<file path="config.mk">
export PLATFORM = sky130hd
export DESIGN_NAME = loadshift_sched
export DESIGN_NICKNAME = d
export VERILOG_FILES = /design/src/rtl/loadshift_sched.sv
export SDC_FILE = /design/constraint.sdc
export NUM_CORES = 1
export LEC_CHECK = 0
export BUFFER_PORTS_ARGS = -buffer_cell sky130_fd_sc_hd__buf_2
export CAP_MARGIN = 20
export CORE_UTILIZATION = 30
export DETAILED_ROUTE_END_ITERATION = 12
export GPL_ROUTABILITY_DRIVEN = 0
export PLACE_DENSITY = 0.52
export SYNTH_ARGS = -nofsm -noshare
export SYNTH_HDL_FRONTEND = slang
export SYNTH_SLANG_ARGS = --single-unit
</file>
<file path="constraint.sdc">
create_clock -name C -period 4.3 [get_ports C]
set_input_delay 0.645 -clock C [delete_from_list [all_inputs] [get_ports C]]
set_output_delay 0.645 -clock C [all_outputs]
set_load 0.03 [all_outputs]
</file>
<file path="src/rtl/loadshift_sched.sv">
// loadshift_sched: round-robin scheduler for two byte sources feeding an embedded rotate-left serial shifter.
// Optional even-parity trailer bit when LOADSHIFT_SCHED_PARITY_EN is defined.
module loadshift_sched #(
   parameter int WIDTH = 8,
   parameter int GAP   = 1
) (
   input  logic             C,
   input  logic             R,
   input  logic [WIDTH-1:0] Inp0,
   input  logic             Req0,
   input  logic [WIDTH-1:0] Inp1,
   input  logic             Req1,
   output logic             SO,
   output logic             SV,
   output logic             Ack0,
   output logic             Ack1,
   output logic             Gnt,
   output logic             Busy
);
`ifdef LOADSHIFT_SCHED_PARITY_EN
   localparam int NB = WIDTH + 1;
`else
   localparam int NB = WIDTH;
`endif
   localparam int CW = $clog2(NB);
   typedef enum logic [1:0] {IDLE, LOAD, SHIFT, PAUSE} state_t;
   state_t           state_q, state_d;
   logic [WIDTH-1:0] sreg_q, sreg_d;
   logic [CW-1:0]    cnt_q, cnt_d;
   logic [3:0]       gcnt_q, gcnt_d;
   logic             done_q, done_d;
   logic             gnt_d, so_d, sv_d, last;
   assign last = cnt_q == CW'(NB - 1);
   always_comb begin
      state_d = state_q;
      sreg_d  = sreg_q;
      cnt_d   = cnt_q;
      gcnt_d  = gcnt_q;
      gnt_d   = Gnt;
      so_d    = 1'b0;
      sv_d    = 1'b0;
      done_d  = 1'b0;
      case (state_q)
         IDLE: if (Req0 | Req1) begin
            gnt_d   = (Req0 & Req1) ? ~Gnt : Req1;
            state_d = LOAD;
         end
         LOAD: begin
            sreg_d  = Gnt ? Inp1 : Inp0;
            cnt_d   = '0;
            state_d = SHIFT;
         end
         SHIFT: begin
`ifdef LOADSHIFT_SCHED_PARITY_EN
            // rotation preserves the XOR of the word, so parity is taken from the register as-is
            so_d = (cnt_q == CW'(WIDTH)) ? ^sreg_q : sreg_q[WIDTH-1];
`else
            so_d = sreg_q[WIDTH-1];
`endif
            sv_d   = 1'b1;
            sreg_d = {sreg_q[WIDTH-2:0], sreg_q[WIDTH-1]};
            cnt_d  = cnt_q + 1'b1;
            if (last) begin
               done_d  = 1'b1;
               gcnt_d  = '0;
               state_d = (GAP == 0) ? IDLE : PAUSE;
            end
         end
         PAUSE: begin
            gcnt_d = gcnt_q + 1'b1;
            if (gcnt_q == 4'(GAP - 1)) state_d = IDLE;
         end
         default: state_d = IDLE;
      endcase
   end
   always_ff @(posedge C) begin
      if (R) begin
         state_q <= IDLE;
         sreg_q  <= '0;
         cnt_q   <= '0;
         gcnt_q  <= '0;
         done_q  <= 1'b0;
         SO      <= 1'b0;
         SV      <= 1'b0;
         Ack0    <= 1'b0;
         Ack1    <= 1'b0;
         Gnt     <= 1'b1;
         Busy    <= 1'b0;
      end else begin
         state_q <= state_d;
         sreg_q  <= sreg_d;
         cnt_q   <= cnt_d;
         gcnt_q  <= gcnt_d;
         done_q  <= done_d;
         SO      <= so_d;
         SV      <= sv_d;
         Ack0    <= done_q & ~Gnt;
         Ack1    <= done_q & Gnt;
         Gnt     <= gnt_d;
         Busy    <= state_d != IDLE;
      end
   end
endmodule

</file>
Word level (Yosys, flattened, before mapping)
Index checks and enable logic that the tools add are counted.
{ "op_classes": {"add_sub_neg": 2, "eq_ne": 5, "n_mux": 12, "bitwise": 6, "n_reduce_logical": 8} }
{ "op_table": {"columns": ["op", "count"], "rows": [
  ["8-bit case mux with 2 select lines", 1],
  ["8-bit two-way mux", 1],
  ["2-bit case mux with 4 select lines", 1],
  ["4-bit case mux with 2 select lines", 1],
  ["2-bit two-way mux", 3],
  ["3-bit case mux with 2 select lines", 1],
  ["2-bit nonzero test", 3],
  ["4-bit by 1-bit adder with 4-bit output, second input constant", 1],
  ["2-bit equality test, second input constant", 2],
  ["4-bit logical NOT", 1],
  ["4-bit two-way mux", 1],
  ["2-bit AND reduction", 2],
  ["3-bit by 1-bit adder with 3-bit output, second input constant", 1],
  ["1-bit bitwise AND", 3],
  ["3-bit equality test, second input constant", 1],
  ["1-bit two-way mux", 3],
  ["2-bit by 1-bit equality test with 1-bit output, second input constant", 1],
  ["2-bit logical NOT", 1],
  ["2-bit inequality test, second input constant", 1],
  ["1-bit inverter", 2],
  ["2-bit OR reduction", 1],
  ["1-bit OR", 1]
]} }
{ "totals": {"register_bits": 24, "out_inout_bits": 6, "elab_cells": 44} }

Logic depth before layout (Yosys ltp)
Gate-level depths: netlist of run 1.
{ "logic_depth": {"ltp_word": 4, "depth_mapped": 7} }

Worst setup path before layout of run 1
Ideal clock, no wire load.
{ "synth_timing": {"path_kind": "register -> register", "from": "register state_q[0]", "to": "register state_q[0]", "setup_time_ns": 0.137, "t_arrival_ns": 1.277, "path_slack_ns": 2.886, "path_stages_with_launch": 8, "n_path_buf": 1, "cell_sequence": "dfxtp_1 -> inv_1 -> ha_1 -> buf_4 -> nor4b_4 -> nor2_4 -> a21oi_2 -> a311oi_2"} }
{ "synth_between": {"elab_chain_cells": 2, "word_cells_on_any_way": 8} }
{ "synth_lines": {"columns": ["element", "line_no", "rtl"], "rows": [
  ["start: declaration", "27", "state_t state_q, state_d;"],
  ["start signal: assignment", "90", "state_q <= state_d;"],
  ["2-bit equality test (tied with other cells)", "43", "case (state_q)"],
  ["2-bit case mux with 4 select lines (*)", "43", null]
]} }
Mark *: on every way between the ends. The rest lies on a longest branch, timed or not.
A chain may end at the register's enable or synchronous reset.

Worst setup path after layout of run 1
Ends and elaborated chain as after synthesis.

==> results.py, run 1 <==
metrics = {
    "critical_path": {
        "crit_path_start_kind": "register",
        "slowest_stage": "ha_1",
        "cpPeakStageDelay_ns": 0.78,
        "cp.arrival_ns": 2.20,
        "path_cells": "inv_1 -> ha_1 -> nand2_1 -> nand2_1 -> a21oi_2 -> a311oi_2",
        "endpoint_kind": "register",
        "cp_common_cell": "nand2_1",
        "path_class": "register to register",
        "critPathMaxFanout": 26,
        "critPathRequiredTime_ns": 4.48,
    },
    "timing": {
        "final.setup.tns_ns": 0,
        "clock.fmax_mhz": 495,
        "worst_pin_slew_ns": 0.908,
        "finalSetupViolCount": 0,
        "min_period_ns": 2.02,
        "drv_slew": 0,
        "fin_crit_sh_pct": 47.0,
        "relSlewSlack_pct": 39.5,
        "clock_skew_ns": 0.00213,
        "rsz0062_at_grt": "false",
        "hold_viol": 0,
        "hold_slack_ns": 0.481,
    },
    "layout": {
        "final_cells": 205,
        "synthToLayoutAreaGrowth_pct": 14.4,
        "diodes": 0,
        "num-fill-cells": 401,
        "fin_nets": 187,
        "drive_above_1_share_pct": 22.9,
    },
    "synthesis": {
        "synth_top_area_share_pct": 38.9,
        "yosys_most_used_dff": "dfxtp_1",
        "yosys_warnings": 0,
        "synth_edf_count": 0,
        "muxShareOfSynthArea_pct": 6.48,
        "synth-adder-area-share_pct": 8.10,
        "synth_simple_gate_area_share_pct": 23.1,
        "ys_seq_elements": 24,
        "synthTopCellsByArea": "dfxtp_1 39%, ha_1 8.1%, nand2b_1 7.1%",
        "synth_top_area_cell": "dfxtp_1",
        "ys_seq_area_share_pct": 38.9,
        "synth_cells": 137,
        "syn_area_per_cell_um2": 9.02,
        "syn_nets": 165,
        "ys_types": 35,
        "synth_top_family_by_area": "simple AND/OR/NAND/NOR gates",
        "synth-compound-area-share_pct": 18.3,
        "yosys.area_share.xor_xnor_pct": 0,
        "synth.cell_area_um2": 1240,
        "synth_async_sr_flop_share_pct": 0,
    },
    "hold_path": {
        "hp-class": "register to register",
    },
    "global_routing": {
        "antenna_found_initial": 0,
        "first_global_vias": 933,
        "grt_max_degree": 27,
        "grt_pass1_wl_um": 4060,
        "grt-ovfl-total": 0,
        "grt_util_all_layers_pct": 12.2,
    },
    "power": {
        "power_density_nw_per_um2": 386,
        "peakVddDrop_v": 0.000155,
        "p_leak_uw": 0.000622,
    },
    "die": {
        "num_rows": 22,
        "fp.dieArea_um2": 4380,
        "fp.coreArea_um2": 3800,
        "die_w_um": 66.2,
        "start_util_pct": 32.5,
        "fp.dieH_um": 66.2,
        "io_pins": 26,
    },
    "drt": {
        "first_iter_violations": 20,
        "route.vias.total": 989,
        "wl_per_cell_um": 11.1,
        "route.detailed.drc": 0,
        "wl_um": 2280,
        "via_per_inst": 4.82,
        "first_pass_iters": 4,
        "ant_nets": 0,
    },
    "clock_tree": {
        "cts_sinks": 24,
        "cts_resized": 0,
        "ctsHoldBuffers": 0,
        "clkTransAtPathRegs_ns": 0.08,
        "clockBufferDepth": 2,
        "cts-root-buf": "clkbuf_8",
        "htree_num_levels": 1,
        "cts_buffers": 3,
        "clk-insertion-delay-late_ns": 0.26,
        "postCtsSetupRepairBufs": 0,
        "tritoncts": "yes",
    },
    "placement": {
        "dp_hpwl_um": 1640,
        "placed_cells": 202,
        "place.port_buffers": 25,
    },
    "run": {
        "maxCapViolCount": 0,
    },
    "status": {
        "outcome": "finished clean",
    },
}
[cells in the final DEF, fill, tap and decap left out, types with 3 or more instances in the layout]
master    netlist  routed
ha_1            8       8
nand3_1         4       4
nand2b_1       14      14
a21oi_1        15      15
clkbuf_8        0       3
inv_1           4       4
o22ai_1         8       8
nand2_1         5       5
buf_2           0      25
mux2i_1         8       8
dfxtp_1        24      24
nor2_1         13      13
[synth_stat cells, types with 2 or more instances]
master     n
nor2_1    13
inv_1      4
ha_1       8
o21ai_1    2
dfxtp_1   24
a31oi_1    2
clkbuf_1   2
and2_1     2
mux2i_1    8
o22ai_1    8
nand3_1    4
nand2b_1  14
a21oi_2    2
a21oi_1   15
buf_1      2
buf_4      3
nand2_1    5
o21ai_0    2
[stage by stage]
stage / instance area, um2 / utilization [%] / power, uW / worst slack, ns
floorplan: 1240 / - / 395 / 2.89
global placement: 1370 / 36.1 / 421 / 2.36
detailed placement: 1370 / 36.1 / 424 / 2.29
CTS: 1410 / 37.2 / 558 / 2.26
global route: 1410 / 37.2 / 586 / 2.05
finish: 1410 / 37.2 / 546 / 2.28
[final timing paths]
check / start / end / slack [ns] / depth (start not counted)
hold / removal: cnt_q[2] / cnt_q[2] / 0.48 / 2
hold reg to reg: cnt_q[2] / cnt_q[2] / 0.48 / 2
setup reg to reg: state_q[0] / state_q[0] / 2.28 / 6
setup / recovery: state_q[0] / state_q[0] / 2.28 / 6
[registers in the layout (all words and copies together), names as in the netlist]
signal,count
Ack1,1
cnt_q,3
sreg_q,8
state_q,2
done_q,1
Ack0,1
SO,1
Gnt,1
gcnt_q,4
Busy,1
SV,1
[logic make-up (layout without fill, tap and decap cells)]
family | after synthesis | after routing
simple gates | 49 | 49
compound gates | 36 | 36
flops | 24 | 24
buf+inv | 12 | 32
fa+ha+maj | 8 | 8
mux | 8 | 8
[report_power, final]
part           switching, uW  leakage [uW]  internal, uW  total (uW)
Sequential              20.5      0.000196           246         266
Clock                   66.5     0.0000216          62.6         129
Combinational           83.7      0.000405          67.4         151
Total                    171      0.000622           376         546
[per-layer routing]
| metal | part of all wire (%) | up-vias | global-route usage (%) |
|---|---|---|---|
| met5 | 0 | - | 0 |
| met4 | 1.7 | 0 | 5.59 |
| met3 | 2.9 | 5 | 2.07 |
| li1 | - | 517 | - |
| met2 | 49 | 19 | 22.4 |
| met1 | 47 | 448 | 13.4 |
[critical path: cells and delay by family, from the launching register on]
family,cells,cell delay [ns]
adder cells (fa/ha/maj),1,0.78
flip-flops,1,0.34
AND/OR/NAND/NOR,2,0.38
AO/OA/AOI/OAI,2,0.28
buffers and inverters,1,0.16
[layout make-up]
cell class	instances	area, um2	area share [%]
Timing Repair Buffer	25	125	8.85
Tap cell	48	60.1	4.25
Multi-Input combinational cell	101	692	48.9
Clock buffer	3	41.3	2.92
Sequential cell	24	480	34.0
Inverter	4	15.0	1.06
Note: power is estimated with default switching activity, not from simulation.
==> run 2, diff against run 1 <==
clock period = 1.9 ns   (was 4.3 ns; I/O delays follow)
==> run 2 against run 1 <==
Register-to-register slack got worse by 2.1 ns. Maximum frequency up 18%. Global-route usage grew 0.47 points. Critical endpoint unchanged. Non-clock buffer count grew 3. Clock power grew 120%.
==> results.py, run 2 (synthesis results as in run 1) <==
metrics = {
    "status": {
        "outcome": "finished clean",
    },
    "clock_tree": {
        "cts_resized": 0,
        "clk-insertion-delay-late_ns": 0.26,
        "cts_buffers": 3,
        "htree_num_levels": 1,
        "clkTransAtPathRegs_ns": 0.08,
        "tritoncts": "yes",
        "cts-root-buf": "clkbuf_8",
        "cts_sinks": 24,
        "clockBufferDepth": 2,
        "postCtsSetupRepairBufs": 0,
        "ctsHoldBuffers": 0,
    },
    "power": {
        "cellInternalPower_uw": 864,
        "p_sw_share_pct": 31.2,
        "power_density_nw_per_um2": 875,
        "power.switching_uw": 392,
        "peakVddDrop_v": 0.000397,
        "p_seq_share_pct": 48.3,
        "p_leak_uw": 0.000638,
        "total_power_uw": 1260,
        "clock_power_share_pct": 22.9,
        "pwr-share-comb_pct": 28.8,
    },
    "layout": {
        "final_cells": 208,
        "fin_nets": 190,
        "final_cell_area_um2": 1440,
        "synthToLayoutAreaGrowth_pct": 16.2,
        "layout.cells.most_common": "buf_2",
        "regMostFlops": "sreg_q",
        "reg_top3": "sreg_q (8), gcnt_q (4), cnt_q (3)",
        "drive_above_1_share_pct": 24.4,
        "diodes": 0,
        "largest_reg_flops": 8,
        "mostFrequentLayoutCells": "25 x buf_2, 24 x dfxtp_1, 15 x a21oi_1",
    },
    "critical_path": {
        "critPathMaxFanout": 14,
        "critPathRequiredTime_ns": 2.07,
        "path_class": "register to register",
        "crit_path_start_kind": "register",
        "endpoint_kind": "register",
        "r2r_cells": 6,
        "cp.arrival_ns": 1.89,
    },
    "timing": {
        "min_period_ns": 1.72,
        "worst_pin_slew_ns": 0.665,
        "final.setup.tns_ns": 0,
        "rsz0062_at_grt": "false",
        "drv_slew": 0,
        "hold_viol": 0,
        "clock_skew_ns": 0.00235,
        "fin_crit_sh_pct": 90.4,
        "relSlewSlack_pct": 55.6,
        "clock.fmax_mhz": 582,
        "finalSetupViolCount": 0,
    },
    "placement": {
        "dp_hpwl_um": 1830,
        "placed_cells": 205,
        "dpl_cell_area_um2": 1400,
        "place.port_buffers": 25,
    },
    "hold_path": {
        "worstHoldPathCells": 3,
        "hp-class": "input port to register",
    },
    "die": {
        "num_rows": 22,
        "die_w_um": 66.2,
        "fp.dieH_um": 66.2,
        "fp.coreArea_um2": 3800,
        "io_pins": 26,
        "start_util_pct": 32.5,
        "fp.dieArea_um2": 4380,
    },
    "drt": {
        "wl_per_cell_um": 11.6,
        "ant_nets": 0,
        "route.detailed.drc": 0,
        "route.vias.total": 1007,
        "via_per_inst": 4.84,
        "first_pass_iters": 4,
        "wl_um": 2420,
        "first_iter_violations": 41,
    },
    "global_routing": {
        "antenna_found_initial": 0,
        "grt_max_degree": 25,
        "first_global_vias": 1021,
        "grt_util_all_layers_pct": 12.7,
        "grt_pass1_wl_um": 4310,
        "grt-ovfl-total": 0,
    },
    "run": {
        "maxCapViolCount": 0,
    },
}
## run 2: worst paths after layout
check / start / to / slack, ns
max: state_q[1] / state_q[0] / 0.18
min: Req1 / Busy / 0.37
max reg2reg: state_q[1] / state_q[0] / 0.18
min reg2reg: cnt_q[2] / cnt_q[2] / 0.48
## run 2: layout make-up
class / count / area, um2
Tap cell: 48 / 60.1
Sequential cell: 24 / 480
Fill cell: 402 / 2360
Clock buffer: 3 / 41.3
Multi-Input combinational cell: 101 / 692
Timing Repair Buffer: 28 / 148
Inverter: 4 / 15.0
## run 2: per-stage QoR
stage / utilization (%) / setup WS, ns / hold slack, ns
finish: 37.8 / 0.182 / 0.374
global route: 37.8 / 0.0241 / 0.385
CTS: 37.8 / 0.172 / 0.371
detailed placement: 36.7 / 0.198 / 0.464
global placement: 36.7 / 0.301 / 0.459
floorplan: - / 0.486 / 0.392
## run 2: layer usage
| metal | track usage [%] | vias to the layer above | routed length, um |
|---|---|---|---|
| li1 | - | 520 | - |
| met1 | 14.7 | 459 | 1070 |
| met2 | 23.1 | 22 | 1240 |
| met3 | 2.07 | 6 | 66 |
| met4 | 4.52 | 0 | 45 |
| met5 | 0 | - | 0 |
## run 2: critical path, cell delays in order, from the launching register on
cell and delay (ns):
dfxtp_1 0.48, ha_1 0.40, buf_4 0.25, nand2_1 0.11, nand2_1 0.09, a21oi_2 0.06
a311oi_2 0.24
## run 2: power by group through the flow
stage	Combinational (uW)	Sequential, uW	Clock [uW]
after detailed placement	365	618	0
final	362	606	288
after floorplan	278	615	0
after CTS	366	607	307
after global placement	355	614	0
after global routing	406	616	330
